File: config.mk
export PLATFORM = sky130hd
export DESIGN_NAME = i2s_feed
export DESIGN_NICKNAME = d
export VERILOG_FILES = /design/src/rtl/audio_pkg.sv /design/src/rtl/audio_fifo.sv /design/src/rtl/i2s_feed.sv
export SDC_FILE = /design/constraint.sdc
export NUM_CORES = 1
export LEC_CHECK = 0
export CORE_MARGIN = 3
export CORE_UTILIZATION = 50
export CTS_BUF_LIST = sky130_fd_sc_hd__clkbuf_8
export CTS_CLUSTER_DIAMETER = 50
export DETAILED_ROUTE_END_ITERATION = 12
export PLACE_DENSITY = 0.75
export SYNTH_ARGS = -nofsm -noshare
export SYNTH_HDL_FRONTEND = slang
export SYNTH_SLANG_ARGS = --single-unit
File: constraint.sdc
create_clock -name clock -period 2.65 [get_ports clock]
set_clock_uncertainty 0.15 [all_clocks]
set_input_delay 0.53 -clock clock [delete_from_list [all_inputs] [get_ports clock]]
set_output_delay 0.53 -clock clock [all_outputs]
set_load 0.02 [all_outputs]
File: src/rtl/audio_pkg.sv
// audio_pkg: constants and types shared by the audio feed blocks.
//   FRAME_CLK : clocks per stereo frame (two 512-clock half-frames)
//   SAMPLE_W  : width of one channel sample, two's complement
//   state_t   : frame scheduler states
package audio_pkg;

  localparam int FRAME_CLK = 1024;
  localparam int SAMPLE_W  = 16;

  typedef enum logic {
    PRIME = 1'b0,
    RUN   = 1'b1
  } state_t;

endpackage

File: src/rtl/audio_fifo.sv
// audio_fifo: small synchronous FIFO holding stereo sample pairs.
// Ports:
//   clock  in   system clock, rising edge
//   reset  in   synchronous active-low reset, empties the FIFO
//   push   in   write wdata this edge (caller guarantees not full)
//   pop    in   advance the read pointer this edge (caller guarantees not empty)
//   wdata  in   WIDTH-bit word to write
//   rdata  out  head of the FIFO, valid while level != 0
//   level  out  occupancy 0..DEPTH
module audio_fifo #(
  parameter int DEPTH = 4,
  parameter int WIDTH = 32
) (
  input  logic                       clock,
  input  logic                       reset,
  input  logic                       push,
  input  logic                       pop,
  input  logic [WIDTH-1:0]           wdata,
  output logic [WIDTH-1:0]           rdata,
  output logic [$clog2(DEPTH):0]     level
);

  localparam int AW = $clog2(DEPTH);
  localparam int LW = AW + 1;

  logic [WIDTH-1:0] mem [DEPTH];
  logic [AW-1:0]    wp;
  logic [AW-1:0]    rp;

  // Pointers wrap naturally because DEPTH is a power of two; level is kept
  // one bit wider so full and empty stay distinguishable.
  always_ff @(posedge clock) begin
    if (!reset) begin
      wp    <= '0;
      rp    <= '0;
      level <= '0;
    end else begin
      if (push) wp <= wp + AW'(1);
      if (pop)  rp <= rp + AW'(1);
      case ({push, pop})
        2'b10:   level <= level + LW'(1);
        2'b01:   level <= level - LW'(1);
        default: level <= level;
      endcase
    end
  end

  // Storage carries no reset; stale words are unreachable once pointers clear.
  always_ff @(posedge clock) begin
    if (push && reset) mem[wp] <= wdata;
  end

  assign rdata = mem[rp];

endmodule

File: src/rtl/i2s_feed.sv
// i2s_feed: frame scheduler and sample buffer in front of the I2S serializer.
// Buffers stereo samples from one producer and presents one pair per frame on
// l/r, held for a whole frame, with start-up priming, underflow recovery and mute.
// Ports:
//   clock  in   system clock, rising edge
//   reset  in   synchronous active-low reset
//   valid  in   producer offers dl/dr
//   ready  out  FIFO can accept (transfer on valid & ready)
//   dl/dr  in   left/right sample
//   mute   in   zero the output value, sampled at the frame strobe
//   clear  in   one-cycle pulse, zeroes ucnt
//   l/r    out  sample pair to the serializer
//   fs     out  one-cycle strobe coincident with a new l/r
//   level  out  FIFO occupancy 0..DEPTH
//   ucnt   out  saturating underflow count
module i2s_feed
  import audio_pkg::*;
#(
  parameter int DEPTH = 4,
  parameter int FRAME = FRAME_CLK
) (
  input  logic                    clock,
  input  logic                    reset,
  input  logic                    valid,
  output logic                    ready,
  input  logic [SAMPLE_W-1:0]     dl,
  input  logic [SAMPLE_W-1:0]     dr,
  input  logic                    mute,
  input  logic                    clear,
  output logic [SAMPLE_W-1:0]     l,
  output logic [SAMPLE_W-1:0]     r,
  output logic                    fs,
  output logic [$clog2(DEPTH):0]  level,
  output logic [7:0]              ucnt
);

  localparam int LW = $clog2(DEPTH) + 1;
  localparam int PW = (FRAME > 1) ? $clog2(FRAME) : 1;

  logic [PW-1:0]           pc;
  logic                    st;
  logic                    push;
  logic                    pop;
  logic                    load;
  logic                    load_head;
  logic                    uinc;
  logic [2*SAMPLE_W-1:0]   head;
  state_t                  state;
  state_t                  state_n;

  // ready depends only on registered level; a same-cycle pop never raises it.
  assign ready = (level != LW'(DEPTH));
  assign push  = valid & ready;
  assign st    = (pc == PW'(FRAME - 1));

  audio_fifo #(
    .DEPTH (DEPTH),
    .WIDTH (2 * SAMPLE_W)
  ) u_fifo (
    .clock (clock),
    .reset (reset),
    .push  (push),
    .pop   (pop),
    .wdata ({dl, dr}),
    .rdata (head),
    .level (level)
  );

  always_ff @(posedge clock) begin
    if (!reset) begin
      pc <= '0;
    end else if (st) begin
      pc <= '0;
    end else begin
      pc <= pc + PW'(1);
    end
  end

  always_ff @(posedge clock) begin
    if (!reset) state <= PRIME;
    else        state <= state_n;
  end

  // Everything happens at the frame strobe. Mute only affects the value
  // loaded, never pop or state decisions, so the producer rate is kept.
  always_comb begin
    state_n   = state;
    pop       = 1'b0;
    load      = 1'b0;
    load_head = 1'b0;
    uinc      = 1'b0;
    if (st) begin
      case (state)
        PRIME: begin
          load = 1'b1;
          if (level >= LW'(DEPTH / 2)) begin
            pop       = 1'b1;
            load_head = 1'b1;
            state_n   = RUN;
          end
        end
        RUN: begin
          if (level != '0) begin
            pop       = 1'b1;
            load      = 1'b1;
            load_head = 1'b1;
          end else begin
            // Underflow: hold the last pair unless muted.
            load    = mute;
            uinc    = 1'b1;
            state_n = PRIME;
          end
        end
        default: state_n = PRIME;
      endcase
    end
  end

  always_ff @(posedge clock) begin
    if (!reset) begin
      l  <= '0;
      r  <= '0;
      fs <= 1'b0;
    end else begin
      fs <= st;
      if (load) begin
        if (load_head && !mute) begin
          l <= head[2*SAMPLE_W-1:SAMPLE_W];
          r <= head[SAMPLE_W-1:0];
        end else begin
          l <= '0;
          r <= '0;
        end
      end
    end
  end

  // clear wins over a same-cycle increment.
  always_ff @(posedge clock) begin
    if (!reset || clear) begin
      ucnt <= '0;
    end else if (uinc && (ucnt != 8'hFF)) begin
      ucnt <= ucnt + 8'd1;
    end
  end

endmodule

==> impl_metrics.env, run 1 <==
export IMPL_chip_width_um=123.9
export IMPL_fin_setup_tns_ns=0
export IMPL_tritoncts="done"
export IMPL_dr_first_iter_drc_count=253
export IMPL_drc_errors_left=0
export IMPL_hold_path_depth=1
export IMPL_core_area_um2=13400
export IMPL_critical_path_max_stage_delay_ns=0.37
export IMPL_post_drt_wl_per_cell_um=18.97
export IMPL_crit_top_cell="ha_2"
export IMPL_number_of_register_bits_inferred_by_synthesis=189
export IMPL_ys_warnings_count=0
export IMPL_vdd_ir_drop_worst_uv=428.5
export IMPL_syn_inst=398
export IMPL_worstHoldStart="pc[0]$_SDFF_PP0_"
export IMPL_hold_ep="pc[0]$_SDFF_PP0_"
export IMPL_worstPathCellList="ha_2 > nand3_2 > nor4_4 > ha_2 > inv_1 > fa_1 > xor2_1 > or3_1 > a21oi_1"
export IMPL_syn_mean_instance_area_um2=17.46
export IMPL_diodes=0
export IMPL_setup_viol=0
export IMPL_synth_largest_area_cell="edfxtp_1"
export IMPL_dp_cells=653
export IMPL_ff2ff_path_depth=9
export IMPL_synth_distinct_cells=39
export IMPL_status="completed"
export IMPL_detailedPlacementHpwl_um=7768
export IMPL_post_drt_via_cell_ratio=5.568
export IMPL_maxCapViolations=0
export IMPL_synthesis_area_um2=6948
export IMPL_syn_num_nets=443
export IMPL_power_leakage_nw=2.778
export IMPL_totalPowerFinal_mw=5.302
export IMPL_power_density_nw_per_um2=620.1
export IMPL_global_route_overflow_total=0
export IMPL_cp_top_family="adder cells"
export IMPL_setup_worst_path_start="pc[1]$_SDFF_PP0_"
export IMPL_setup_worst_path_start_class="register"
export IMPL_dpl_worst_slack_ns=0.04552
export IMPL_io_buffers=81
export IMPL_post_cts_resized_instances=0
export IMPL_filler_cell_count=975
export IMPL_design_final_nets=541
export IMPL_critical_path_peak_fanout=3
export IMPL_crit_buf_inv=1
export IMPL_syn_to_final_growth_pct=23.07
export IMPL_grt_use_total=0.1849
export IMPL_worst_setup_hold_path_clk_slew_ns=0.09
export IMPL_antenna_found_initial=0
export IMPL_cts_buffers=17
export IMPL_global_route_wire_length_before_repair_um=20770
export IMPL_clock_tree_root_cell="clkbuf_8"
export IMPL_setup_ws_ns=0.1643
export IMPL_timing_max_transition_violations_final=0
export IMPL_io_pins=82
export IMPL_min_delay_path_class="register to register"
export IMPL_worst_r2r_endpoint="u_fifo.level[2]$_SDFFE_PN0P_"
export IMPL_end_kind="register"
export IMPL_setup_reg_to_reg_worst_slack_ns=0.16
export IMPL_fmaxAchievable_mhz=402.3
export IMPL_worstPathArrival_ns=2.72
export IMPL_finalWeightedCongestion=0.7774
export IMPL_tightestPinTransition_ns=0.5129
export IMPL_detail_route_antenna_nets=0
export IMPL_detailroute_via_count=3814
export IMPL_maximum_clock_insertion_buffer_count=2
export IMPL_grt_max_degree=33
export IMPL_timing_final_crit_period_ns=2.486
export IMPL_cts_post_setup_buffers_inserted=0
export IMPL_leading_post_synthesis_cells_by_cell_area="edfxtp_1, dfxtp_1, mux4_2"
export IMPL_timing_final_crit_share=0.9380
export IMPL_cpMaxStageDelayCell="dfxtp_1"
export IMPL_finalHoldViolCount=0
export IMPL_mostFrequentLayoutCells="edfxtp_1, clkdlybuf4s50_1, dfxtp_1"
export IMPL_effective_utilization_at_floorplan=0.5185
export IMPL_drt_pre_antenna_iters=4
export IMPL_final_common_cell="edfxtp_1"
export IMPL_cts_hold_fix_buffers=0
export IMPL_postRouteWirelength_um=13000
export IMPL_r2r_start="pc[1]$_SDFF_PP0_"
export IMPL_worst_hold_slack_ns=0.2945
export IMPL_die_h_um=123.9
export IMPL_synthArstFlopShare=0
export IMPL_number_of_global_route_vias_before_repair=3833
export IMPL_post_route_cells_drive_above_1_share=0.1847
export IMPL_rows=42
export IMPL_synth_top_cell_area_share=0.5532
export IMPL_synth_enable_flop_cells=128
export IMPL_clk_insertion_delay_late_ns=0.45
export IMPL_clock_sinks=189
export IMPL_worst_endpoint_required_ns=2.88
export IMPL_htree_levels=4
export IMPL_non_filler_cells_in_the_finished_layout=685
export IMPL_timing_worst_setup_path_type="register to register"
export IMPL_die_area_um2=15350
export IMPL_ys_dominant_reg_cell="edfxtp_1"
export IMPL_ys_seq_area_frac=0.7290
export IMPL_slew_limit_headroom=0.6545
-- synth_stat cells (2+ instances only) --
cell type / count
and2_1: 2
mux4_2: 32
clkbuf_1: 15
nand2b_1: 2
buf_2: 3
or3_1: 5
edfxtp_1: 128
o21ai_0: 7
xnor2_1: 7
and3_1: 5
ha_1: 7
inv_1: 12
nand4_1: 5
nand3_1: 5
dfxtp_1: 61
xor2_1: 3
a21oi_1: 12
or4_1: 5
nand2_1: 9
o31ai_1: 5
nor2_1: 19
a22o_1: 32
-- power by group --
| group | leakage, nW | internal (mW) | switching (mW) |
|---|---|---|---|
| Combinational | 0.911 | 0.111 | 0.114 |
| Clock | 0.209 | 0.905 | 0.940 |
| Sequential | 1.66 | 3.21 | 0.0225 |
| Total | 2.78 | 4.23 | 1.08 |
-- routing by layer --
layer | GRT usage | wire [µm]
met3 | 0.04768 | 694
met5 | 0 | 0
met4 | 0.06851 | 199
met2 | 0.3035 | 6682
met1 | 0.2391 | 5418
-- flip-flops by register name, summed over array words and instances, names as in the netlist, named ones only --
name,flops
fs,1
l,16
pc,10
r,16
state,1
u_fifo.level,3
u_fifo.mem,128
u_fifo.rp,2
u_fifo.wp,2
ucnt,8
-- logic make-up (layout without fill, tap and decap cells) --
logic type,Yosys count,after routing,synth area share
XOR/XNOR,10,10,0.01261
AO/OA/AOI/OAI,59,59,0.06285
flip-flops,189,189,0.7290
AND/OR/NAND/NOR,68,68,0.05763
adder cells (fa/ha/maj),8,8,0.01549
buffers and inverters,31,142,0.01729
multiplexers,33,33,0.1052
-- stage by stage --
stage               instance area (µm²)    util
floorplan                          6953       -
global placement                   8140  0.6075
detailed placement                 8140  0.6075
CTS                                8536  0.6370
global route                       8551  0.6381
finish                             8551  0.6381
-- area by class of cell --
cell class | instances | area (µm²) | share of cell area
clock inverters | 12 | 120.1 | 0.01405
multi-input cells | 178 | 1793 | 0.2097
flip-flops and latches | 189 | 5071 | 0.5931
clock buffers | 20 | 275.3 | 0.03219
repair buffers | 98 | 1026 | 0.1200
well taps | 176 | 220.2 | 0.02575
inverters | 12 | 45.04 | 0.005268
-- how the worst max path moves through the flow --
stage / to / cells after the start
2_1_floorplan: u_fifo.level[2]$_SDFFE_PN0P_ / 10
3_3_place_gp: u_fifo.level[2]$_SDFFE_PN0P_ / 9
3_5_place_dp: u_fifo.level[2]$_SDFFE_PN0P_ / 9
4_1_cts: u_fifo.level[2]$_SDFFE_PN0P_ / 9
5_1_grt: u_fifo.level[2]$_SDFFE_PN0P_ / 9
6_report: u_fifo.level[2]$_SDFFE_PN0P_ / 9
Note: power is estimated with default switching activity, not from simulation.
==> run 2: changes to the inputs <==
==> constraint.sdc (replaced) <==
create_clock -name clock -period 2.65 [get_ports clock]
set_clock_uncertainty 0.15 [all_clocks]
set_input_delay 0.265 -clock clock [delete_from_list [all_inputs] [get_ports clock]]
set_output_delay 0.265 -clock clock [all_outputs]
set_load 0.02 [all_outputs]
==> run 2 against run 1 <==
Against the previous run:
- sequential power about the same
- sequential share of layout area is 0.26 points higher
- die area stayed put
- setup slack lost 0.044 ns
- non-clock buffer count did not move
- final cell count unchanged
- global-route usage increased by 0.14 points
- maximum frequency decreased by 1.7%
==> impl_metrics.env, run 2 (synthesized netlist as in run 1, its figures left out) <==
export IMPL_end_kind="register"
export IMPL_timing_final_crit_share=0.9546
export IMPL_maximum_clock_insertion_buffer_count=2
export IMPL_clock_sinks=189
export IMPL_min_delay_path_class="primary input to register"
export IMPL_design_final_nets=541
export IMPL_post_drt_wl_per_cell_um=19.06
export IMPL_die_h_um=123.9
export IMPL_timing_worst_setup_path_type="register to register"
export IMPL_dr_first_iter_drc_count=269
export IMPL_slew_limit_headroom=0.6144
export IMPL_finalHoldViolCount=0
export IMPL_crit_buf_inv=2
export IMPL_rows=42
export IMPL_worstPathCellList="or3b_4 > and2_4 > inv_1 > ha_2 > inv_1 > fa_1 > xor2_1 > or3_1 > a21oi_2"
export IMPL_timing_final_crit_period_ns=2.530
export IMPL_cts_post_setup_buffers_inserted=0
export IMPL_power_leakage_nw=2.762
export IMPL_drc_errors_left=0
export IMPL_drt_pre_antenna_iters=5
export IMPL_post_drt_via_cell_ratio=5.639
export IMPL_postRouteWirelength_um=13060
export IMPL_chip_width_um=123.9
export IMPL_worstPathArrival_ns=2.76
export IMPL_status="completed"
export IMPL_syn_to_final_growth_pct=22.65
export IMPL_mostFrequentLayoutCells="edfxtp_1, clkdlybuf4s50_1, dfxtp_1"
export IMPL_dp_cells=653
export IMPL_global_route_usage_met3=0.05450
export IMPL_non_filler_cells_in_the_finished_layout=685
export IMPL_multi_input_comb_area_um2=1797
export IMPL_timing_max_transition_violations_final=0
export IMPL_setup_viol=0
export IMPL_setup_ws_ns=0.1204
export IMPL_finalCoreUtilization=0.6359
export IMPL_largest_register_ff_count=128
export IMPL_largest_register="u_fifo.mem"
export IMPL_tritoncts="done"
export IMPL_crit_top_cell="inv_1"
export IMPL_effective_utilization_at_floorplan=0.5185
export IMPL_totalPowerFinal_mw=5.221
export IMPL_finalWeightedCongestion=0.7898
export IMPL_met1_usage=0.2368
export IMPL_global_route_wire_length_before_repair_um=20820
export IMPL_critical_path_peak_fanout=7
export IMPL_tightestPinTransition_ns=0.5724
export IMPL_cpMaxStageDelayCell="or3b_4"
export IMPL_post_route_cells_drive_above_1_share=0.1925
export IMPL_final_common_cell="edfxtp_1"
export IMPL_die_area_um2=15350
export IMPL_worst_setup_hold_path_clk_slew_ns=0.09
export IMPL_core_area_um2=13400
export IMPL_worst_hold_slack_ns=0.2894
export IMPL_grt_max_degree=33
export IMPL_maxCapViolations=0
export IMPL_antenna_found_initial=0
export IMPL_detailedPlacementHpwl_um=8118
export IMPL_cp_top_family="simple AND/OR/NAND/NOR gates"
export IMPL_seq_area_um2=5076
export IMPL_power_density_nw_per_um2=612.7
export IMPL_largestRegisters="u_fifo.mem (128), l (16), r (16)"
export IMPL_worst_endpoint_required_ns=2.88
export IMPL_number_of_global_route_vias_before_repair=3929
export IMPL_post_cts_resized_instances=0
export IMPL_detail_route_antenna_nets=0
export IMPL_global_route_overflow_total=0
export IMPL_cts_hold_fix_buffers=0
export IMPL_filler_cell_count=962
export IMPL_globalRoute_busiestLayer="met2"
export IMPL_grt_use_total=0.1863
export IMPL_dpl_worst_slack_ns=0.03400
export IMPL_clock_tree_root_cell="clkbuf_8"
export IMPL_io_buffers=81
export IMPL_clk_insertion_delay_late_ns=0.45
export IMPL_critical_path_max_stage_delay_ns=0.40
export IMPL_vdd_ir_drop_worst_uv=501.1
export IMPL_htree_levels=4
export IMPL_diodes=0
export IMPL_io_pins=82
export IMPL_global_route_usage_met2=0.3065
export IMPL_detailroute_via_count=3863
export IMPL_fmaxAchievable_mhz=395.3
export IMPL_setup_worst_path_start_class="register"
export IMPL_cts_buffers=17
## run 2: cell type report
cell class,instances,area share
flip-flops and latches,189,0.5957
multi-input cells,178,0.2108
repair buffers,98,0.1189
clock buffers,17,0.02746
well taps,176,0.02584
clock inverters,15,0.01600
inverters,12,0.005286
## run 2: per-layer routing
metal | part of all wire | vias to the layer above
met5 | 0 | -
met4 | 0.013 | 0
met3 | 0.058 | 15
met2 | 0.52 | 127
met1 | 0.41 | 1948
li1 | - | 1773
## run 2: stage by stage
stage	area [µm²]	setup TNS, ns
floorplan	6953	0
global placement	8128	0
detailed placement	8128	0
CTS	8498	0
global route	8522	-0.008299
finish	8522	0
## run 2: worst reg2reg max path: cells and delay by family, from the launching register on
family	cells	cell delay, ns
fa+ha+maj	2	0.57
compound gates	1	0.14
buf+inv	2	0.13
xor+xnor	1	0.17
flops	1	0.38
simple gates	3	0.92
## run 2: power breakdown
part | internal (mW) | leakage, nW | total [mW] | switching, mW
sequential | 3.21 | 1.66 | 3.23 | 0.0230
clock | 0.758 | 0.190 | 1.77 | 1.01
combinational | 0.108 | 0.914 | 0.223 | 0.115
total | 4.07 | 2.76 | 5.22 | 1.15
## run 2: path summary, 6_finish.rpt
path / from / to / slack [ns] / cells after the start
min reg2reg: pc[0]$_SDFF_PP0_ / pc[0]$_SDFF_PP0_ / 0.31 / 1
max: u_fifo.level[0]$_SDFFE_PN0P_ / u_fifo.level[2]$_SDFFE_PN0P_ / 0.12 / 9
max reg2reg: u_fifo.level[0]$_SDFFE_PN0P_ / u_fifo.level[2]$_SDFFE_PN0P_ / 0.12 / 9
min: dl[4] / u_fifo.mem[1][20]$_DFFE_PP_ / 0.29 / 1
==> run 3: changes to the inputs <==
--- a/config.mk
+++ b/config.mk
@@ -11,6 +11,8 @@
 export CTS_CLUSTER_DIAMETER = 50
 export DETAILED_ROUTE_END_ITERATION = 12
 export PLACE_DENSITY = 0.75
+export RECOVER_POWER = 50
 export SYNTH_ARGS = -nofsm -noshare
 export SYNTH_HDL_FRONTEND = slang
 export SYNTH_SLANG_ARGS = --single-unit
+export TNS_END_PERCENT = 20
==> run 3 against run 2 <==
Against the previous run:
- first-iteration DRC count down 9.3%
- final cell count unchanged
- total power down 0.15%
- clock power about the same
- final area down 0.31%
- die area unchanged
- non-clock buffer count unchanged
- count of clock-buffer cells in the layout unchanged
- largest cell class unchanged
- largest power group unchanged
==> impl_metrics.env, run 3 (synthesized netlist as in run 1, its figures left out) <==
export IMPL_min_delay_path_class="register to register"
export IMPL_crit_top_cell="inv_1"
export IMPL_cpMaxStageDelayCell="or3b_4"
export IMPL_timing_final_crit_share=0.9552
export IMPL_worstPathCellList="or3b_4 > and2_4 > inv_1 > ha_2 > inv_1 > fa_1 > xor2_1 > or3_1 > a21oi_2"
export IMPL_syn_to_final_growth_pct=22.28
export IMPL_post_drt_wl_per_cell_um=19.13
export IMPL_post_route_cells_drive_above_1_share=0.1827
export IMPL_global_route_usage_met3=0.05450
export IMPL_totalPowerFinal_mw=5.213
export IMPL_setup_reg_to_reg_worst_slack_ns=0.12
export IMPL_setup_worst_path_start_class="register"
export IMPL_antenna_found_initial=1
export IMPL_design_final_nets=541
export IMPL_finalWeightedCongestion=0.7898
export IMPL_timing_critical_path_to="u_fifo.level[2]$_SDFFE_PN0P_"
export IMPL_setup_viol=0
export IMPL_internal_power_mw=4.061
export IMPL_power_density_nw_per_um2=613.6
export IMPL_cts_post_setup_buffers_inserted=0
export IMPL_status="completed"
export IMPL_switching_share=0.2210
export IMPL_power_share_clock=0.340
export IMPL_post_drt_via_cell_ratio=5.632
export IMPL_dr_first_iter_drc_count=244
export IMPL_detailedPlacementHpwl_um=8118
export IMPL_die_h_um=123.9
export IMPL_largestRegisters="u_fifo.mem (128), l (16), r (16)"
export IMPL_worst_setup_hold_path_clk_slew_ns=0.09
export IMPL_setup_worst_path_start="u_fifo.level[0]$_SDFFE_PN0P_"
export IMPL_critical_path_max_stage_delay_ns=0.40
export IMPL_power_leakage_nw=2.761
export IMPL_htree_levels=4
export IMPL_postRouteWirelength_um=13100
export IMPL_dp_cells=653
export IMPL_non_filler_cells_in_the_finished_layout=685
export IMPL_global_route_wire_length_before_repair_um=20820
export IMPL_ff2ff_path_depth=9
export IMPL_worstPathArrival_ns=2.77
export IMPL_largest_register="u_fifo.mem"
export IMPL_io_buffers=81
export IMPL_chip_width_um=123.9
export IMPL_grt_use_total=0.1863
export IMPL_rows=42
export IMPL_detailroute_via_count=3858
export IMPL_clock_sinks=189
export IMPL_diodes=0
export IMPL_worst_r2r_endpoint="u_fifo.level[2]$_SDFFE_PN0P_"
export IMPL_tightestPinTransition_ns=0.9687
export IMPL_grt_max_degree=33
export IMPL_dpl_worst_slack_ns=0.03400
export IMPL_global_route_usage_met2=0.3065
export IMPL_final_common_cell="edfxtp_1"
export IMPL_detail_route_antenna_nets=0
export IMPL_maxCapViolations=0
export IMPL_combPwrFrac=0.040
export IMPL_clk_insertion_delay_late_ns=0.45
export IMPL_drt_pre_antenna_iters=4
export IMPL_met1_usage=0.2368
export IMPL_end_kind="register"
export IMPL_r2r_start="u_fifo.level[0]$_SDFFE_PN0P_"
export IMPL_clock_tree_root_cell="clkbuf_8"
export IMPL_timing_worst_setup_path_type="register to register"
export IMPL_worst_endpoint_required_ns=2.89
export IMPL_net_sw_power_mw=1.152
export IMPL_timing_final_crit_period_ns=2.531
export IMPL_largest_register_ff_count=128
export IMPL_timing_max_transition_violations_final=0
export IMPL_tritoncts="done"
export IMPL_vdd_ir_drop_worst_uv=499.6
export IMPL_critical_path_peak_fanout=7
export IMPL_fmaxAchievable_mhz=395.1
export IMPL_maximum_clock_insertion_buffer_count=2
export IMPL_die_area_um2=15350
export IMPL_global_route_overflow_total=0
export IMPL_hold_path_depth=1
export IMPL_core_area_um2=13400
export IMPL_number_of_global_route_vias_before_repair=3929
export IMPL_finalHoldViolCount=0
export IMPL_globalRoute_busiestLayer="met2"
export IMPL_io_pins=82
export IMPL_effective_utilization_at_floorplan=0.5185
export IMPL_mostFrequentLayoutCells="edfxtp_1, dfxtp_1, clkdlybuf4s50_1"
export IMPL_drc_errors_left=0
export IMPL_filler_cell_count=968
export IMPL_slew_limit_headroom=0.3542
export IMPL_seqPwrFrac=0.620
export IMPL_cts_buffers=17
export IMPL_finalCoreUtilization=0.6340
export IMPL_setup_ws_ns=0.1188
[run 3: worst min path at each step]
| stage | startpoint | to | slack (ns) |
|---|---|---|---|
| 6_report | pc[0]$_SDFF_PP0_ | pc[0]$_SDFF_PP0_ | 0.30 |
| 5_1_grt | pc[0]$_SDFF_PP0_ | pc[0]$_SDFF_PP0_ | 0.32 |
| 4_1_cts | dr[14] | u_fifo.mem[3][14]$_DFFE_PP_ | 0.26 |
| 3_5_place_dp | r[12]$_SDFFE_PN0P_ | r[12]$_SDFFE_PN0P_ | 0.31 |
| 3_3_place_gp | pc[0]$_SDFF_PP0_ | pc[0]$_SDFF_PP0_ | 0.29 |
| 2_1_floorplan | dr[0] | u_fifo.mem[0][0]$_DFFE_PP_ | 0.21 |
[run 3: cell type report]
type / instances / area, µm² / area share
Sequential cell: 189 / 5076 / 0.5975
Multi-Input combinational cell: 178 / 1793 / 0.2110
Timing Repair Buffer: 98 / 991.0 / 0.1166
Clock buffer: 17 / 234.0 / 0.02754
Tap cell: 176 / 220.2 / 0.02592
Clock inverter: 15 / 136.4 / 0.01605
Inverter: 12 / 45.04 / 0.005302
[run 3: critical path, delay by kind of cell, from the launching register on]
| kind | cells | cell delay (ns) |
|---|---|---|
| flip-flops | 1 | 0.38 |
| XOR/XNOR | 1 | 0.17 |
| AO/OA/AOI/OAI | 1 | 0.14 |
| AND/OR/NAND/NOR | 3 | 0.92 |
| adder cells (fa/ha/maj) | 2 | 0.57 |
| buffers and inverters | 2 | 0.13 |
[run 3: power by group through the flow]
stage | Combinational [mW] | Sequential, mW | Clock [mW]
after floorplan | 0.0904 | 3.30 | 0
after global routing | 0.229 | 3.24 | 1.94
after CTS | 0.223 | 3.23 | 1.82
after detailed placement | 0.222 | 3.30 | 0
after global placement | 0.214 | 3.29 | 0
final | 0.208 | 3.23 | 1.77
[run 3: metal layers]
metal / up-vias / part of all wire
met5: - / 0.00053
met4: 2 / 0.015
met3: 21 / 0.055
met2: 120 / 0.51
met1: 1942 / 0.41
li1: 1773 / -
[run 3: per-stage QoR]
stage          hold slack (ns)  setup TNS (ns)  area [µm²]
3_5_place_dp            0.3140               0        8128
4_1_cts                 0.2551               0        8498
6_report                0.2980               0        8496
2_1_floorplan           0.2139               0        6953
3_3_place_gp            0.2922               0        8128
5_1_grt                 0.3186       -0.002645        8496
[run 3: what timing repair did]
item                                    CTS  global route
hold buffers                              0             0
hold endpoints to repair                  0             0
gates resized for setup                   0             8
endpoints found under the setup margin    0             1
